## src/rtl/regfile.sv

```systemverilog
// regfile: 2^ADDR_W x DATA_W register file, r0 hard-wired to zero, two combinational read ports,
// 1-cycle write commit, 32-bit retired-write counter. Asynchronous active-high reset clears all state.
// Optional macro REGFILE_BYPASS_EN: same-cycle write-through forwarding to the read ports.
// Without it (default build), reads always show stored state.
module regfile #(
  parameter int DATA_W = 32,
  parameter int ADDR_W = 5
) (
  input  logic              clk,
  input  logic              rst,
  input  logic              we,
  input  logic [ADDR_W-1:0] waddr,
  input  logic [DATA_W-1:0] wdata,
  input  logic              re1,
  input  logic [ADDR_W-1:0] raddr1,
  output logic [DATA_W-1:0] rdata1,
  input  logic              re2,
  input  logic [ADDR_W-1:0] raddr2,
  output logic [DATA_W-1:0] rdata2,
  output logic [31:0]       wr_count
);

  localparam int NREGS = 1 << ADDR_W;

  logic [DATA_W-1:0] regs_q [NREGS];
  logic [DATA_W-1:0] regs_d [NREGS];
  logic [31:0]       wr_count_q;
  logic [31:0]       wr_count_d;
  logic              commit;

  // A write retires only when enabled and aimed at a real register (r0 writes are dropped)
  assign commit = we && (waddr != '0);

  // Next-state for storage and the retired-write counter
  always_comb begin
    regs_d     = regs_q;
    wr_count_d = wr_count_q;
    if (commit) begin
      regs_d[waddr] = wdata;
      wr_count_d    = wr_count_q + 32'd1;
    end
    regs_d[0] = '0;
  end

  // State registers; reset wins over any write in flight
  always_ff @(posedge clk or posedge rst) begin
    if (rst) begin
      for (int i = 0; i < NREGS; i++) begin
        regs_q[i] <= '0;
      end
      wr_count_q <= '0;
    end else begin
      regs_q     <= regs_d;
      wr_count_q <= wr_count_d;
    end
  end

  // Read port 1: gated by enable, r0 and reset; optional forwarding of the in-flight write
  always_comb begin
    rdata1 = '0;
    if (!rst && re1 && (raddr1 != '0)) begin
      rdata1 = regs_q[raddr1];
`ifdef REGFILE_BYPASS_EN
      if (commit && (waddr == raddr1)) begin
        rdata1 = wdata;
      end
`endif
    end
  end

  // Read port 2: identical behaviour to port 1
  always_comb begin
    rdata2 = '0;
    if (!rst && re2 && (raddr2 != '0)) begin
      rdata2 = regs_q[raddr2];
`ifdef REGFILE_BYPASS_EN
      if (commit && (waddr == raddr2)) begin
        rdata2 = wdata;
      end
`endif
    end
  end

  assign wr_count = wr_count_q;

endmodule

```

## config.mk

```make
export PLATFORM = sky130hd
export DESIGN_NAME = regfile
export DESIGN_NICKNAME = d
export VERILOG_FILES = /design/src/rtl/regfile.sv
export SDC_FILE = /design/constraint.sdc
export NUM_CORES = 2
export LEC_CHECK = 0
export BUFFER_PORTS_ARGS = -buffer_cell sky130_fd_sc_hd__buf_2
export CAP_MARGIN = 20
export CORE_MARGIN = 2
export CORE_UTILIZATION = 50
export DETAILED_ROUTE_END_ITERATION = 8
export MAX_ROUTING_LAYER = met4
export PLACE_DENSITY = 0.7
export SYNTH_ARGS = -nofsm -noshare
export SYNTH_HDL_FRONTEND = slang
export SYNTH_SLANG_ARGS = --single-unit
```

## constraint.sdc

```tcl
create_clock -name clk -period 46.2 [get_ports clk]
set_input_delay 4.62 -clock clk [delete_from_list [all_inputs] [get_ports clk]]
set_output_delay 4.62 -clock clk [all_outputs]
set_load 0.02 [all_outputs]
```

==> impl_metrics.csv <==
group,metric,value,unit
floorplanning,core,107000,µm²
clock_tree,clk_root_buffer_cell,"clkbuf_16",
timing,drv_slew,0,
routing,post_drt_wl_per_cell,30.7,µm
synthesis,syn_area,54000,µm²
synthesis,ys_seq_area_share,47.4,%
synthesis,synth-edff-count,0,
clock_tree,cts_hold_repair.buffers,0,
critical_path,crit_buf_inv,4,
synthesis,synth_largest_area_cell,"dfrtp_1",
clock_tree,cts_buffer_depth,3,
floorplanning,dieHeight,333,µm
power_and_ir_drop,switchingPower,0.699,mW
synthesis,ys_seq_elements,1024,
timing,rsz0062_at_grt,"false",
routing,drtIter0Drc,4011,
synthesis,synth.top_cell.area_share,47.4,%
timing,finalCritPeriodShare,28.3,%
synthesis,synth.net_count,3927,
routing,ant_nets,0,
grt,overflow,0,
grt,grt_pass1_wl,244000,µm
synthesis,synth_async_sr_flop_share,100,%
min_path,min_path_type,"reg -> reg",
critical_path,arrival,8470,ps
synthesis,avgSynthCellArea,13.9,µm²
power_and_ir_drop,p_sw_share,27.1,%
floorplanning,num_rows,120,
place,io_buffers,147,
power_and_ir_drop,pwr-share-clk,35.5,%
power_and_ir_drop,powerDensity,43.2,nW/µm²
run_status,status,"completed",
final_layout,drive_gt1_share,47.3,%
place,place_congestion,0.826,
critical_path,cp_max_fo,57,
synthesis,synthCells,3874,
routing,viasPerCell,6.81,
critical_path,start_kind,"input pin",
power_and_ir_drop,p_leak,26.5,nW
final_layout,syn2layout_area_growth,10.6,%
critical_path,required,41580,ps
clock_tree,clk_pin_slew,60,ps
clock_tree,cts_setup_buffers,0,
routing,vias,36246,
timing,skew,29.1,ps
timing,period_needed,13090,ps
timing,hold_violations,0,
floorplanning,die-area,111000,µm²
critical_path,cpMostUsedCell,"buf_4",
routing,wl,163000,µm
synthesis,synth_area_leaders,"dfrtp_1 (47%), mux2_2 (22%), mux4_2 (13%)",
grt,grt_usage,30.4,%
critical_path,worstSetupPathType,"in -> out",
timing,slew-limit-headroom,23.4,%
critical_path,crit_path_cell_trace,"buf_8 > buf_4 > buf_4 > mux4_2 > a22o_1 > a221oi_1 > o211ai_1 > buf_2",
clock_tree,insertion_delay,720,ps
critical_path,crit_family,"buffers and inverters",
clock_tree,cts_tree,"yes",
synthesis,ys_types,50,
final_layout,nNetsFinal,3874,
clock_tree,cts_resized,0,
grt,grt_pass1_vias,36352,
floorplanning,die_w,333,µm
timing,tightest_slew,1140,ps
synthesis,synth-main-ff-cell,"dfrtp_1",
grt,grt_max_degree,172,
critical_path,critPathSlowestCell,"buf_4",
floorplanning,ioPinCount,148,
power_and_ir_drop,p_total,2.58,mW
place,dp_hpwl,90800,µm
timing,setup_viol,0,
power_and_ir_drop,p_comb_share,18.1,%
timing,tns,0,ps
power_and_ir_drop,p_int,1.88,mW
grt,antenna_found_initial,9,
final_layout,fillers,8607,
power_and_ir_drop,pwr-share-seq,46.4,%
routing,drc,0,
routing,firstDrtPassIters,5,
power_and_ir_drop,ir_drop,0.0000325,V
clock_tree,ctsHtreeMaxLevel,3,
critical_path,cp-end-kind,"output port",
clock_tree,cts_buffers,110,
critical_path,max_stage_delay,710,ps
flow_run,drv_cap,0,
synthesis,yosysWarnings,0,
timing,max_freq,76.4,MHz
clock_tree,clkSinkCount,1024,
floorplanning,initial_core_util,50.5,%
[state kept, by name (all words and copies together), names as in the netlist]
signal and cells:
regs_q 992, wr_count 32
[worst reg2reg max path: stages, from the launching register on]
cell and delay (ps):
dfrtp_1 400, ha_1 190, nand3_1 100, a211oi_2 590, nor3b_1 540, nand3_1 160
xnor2_1 140
[cells by family (layout without fill, tap and decap cells)]
group	Yosys count	in the layout	synth area share (%)
AO/OA/AOI/OAI	388	388	5.03
other	0	12	0
buffers and inverters	401	437	3.12
flip-flops	1024	1024	47.4
multiplexers	1632	1632	40.1
AND/OR/NAND/NOR	397	397	3.80
XOR/XNOR	31	31	0.503
adder cells (fa/ha/maj)	1	1	0.0232
[power groups by stage]
stage          Sequential [mW]  Clock, mW  Combinational [mW]
2_1_floorplan             1.17          0               0.378
4_1_cts                   1.19      0.928               0.468
5_1_grt                   1.22      0.966               0.503
3_5_place_dp              1.21          0               0.466
3_3_place_gp              1.20          0               0.454
6_report                  1.20      0.916               0.468
[synthesized netlist by cell type, types with 32 or more instances]
cell,count
mux4_2,320
buf_2,121
mux2i_1,256
a31oi_1,64
nor2_1,60
o22ai_1,32
nand2_1,128
and3_1,70
a22oi_1,66
buf_1,46
dfrtp_1,1024
clkbuf_1,223
nand4_1,69
mux2_2,1052
a21oi_1,33
o21ai_0,50
[placed cells by master (no fill, tap or decap), types with 20 or more instances in the layout]
master	instances
dfrtp_1	1024
mux4_2	320
and3_1	69
nand3_1	26
nor2_1	40
a221o_1	31
clkbuf_16	111
mux2i_1	256
o211ai_1	31
o22ai_1	32
buf_2	143
clkinv_2	22
a22oi_1	66
a221oi_1	31
xnor2_1	25
nor2_4	20
a21oi_1	33
nand2_1	111
o21ai_0	50
a22o_1	31
a31oi_1	64
mux2_2	1052
clkbuf_8	35
buf_4	74
nand4_1	69
[metal layers]
| layer | track usage (%) | up-vias | routed length, µm |
|---|---|---|---|
| li1 | - | 14770 | - |
| met3 | 6.99 | 357 | 15000 |
| met1 | 41.0 | 19404 | 66800 |
| met2 | 44.9 | 1715 | 75400 |
| met5 | - | - | 0 |
| met4 | 11.6 | 0 | 6160 |
[metrics by stage]
step | cell area [µm²] | cells | hold WS [ps] | worst slack (ps) | util, %
after floorplan | 54000 | 3874 | 477 | 12600 | -
after global placement | 55900 | 5107 | 465 | 33200 | 52.2
after detailed placement | 55900 | 5107 | 459 | 33140 | 52.2
after CTS | 59600 | 5308 | 477 | 33140 | 55.7
after global routing | 59800 | 5323 | 506 | 32870 | 55.8
final | 59800 | 5325 | 474 | 33110 | 55.8
[worst paths after layout]
check	depth (start not counted)	from	to	slack, ps
worst max register to register	6	wr_count[0]	wr_count[16]	43930
max in group asynchronous	5	rst	regs_q[266]	39680
min in group asynchronous	2	rst	regs_q[508]	4020
worst min-delay path	1	wr_count[31]	wr_count[31]	470
worst min register to register	1	wr_count[31]	wr_count[31]	470
worst max-delay path	8	raddr1[0]	rdata1[30]	33110
[final cells by class]
class / instances / area (µm²) / area share, %
antenna: 12 / 30.0 / 0.0502
clock inverter: 37 / 427 / 0.714
timing repair buffer: 232 / 1570 / 2.63
multi-input combinational: 2449 / 27000 / 45.2
tap: 1403 / 1760 / 2.94
clock buffer: 164 / 3330 / 5.57
inverter: 4 / 22.5 / 0.0377
sequential: 1024 / 25600 / 42.9
No activity file was read; power rests on OpenSTA's default activity.
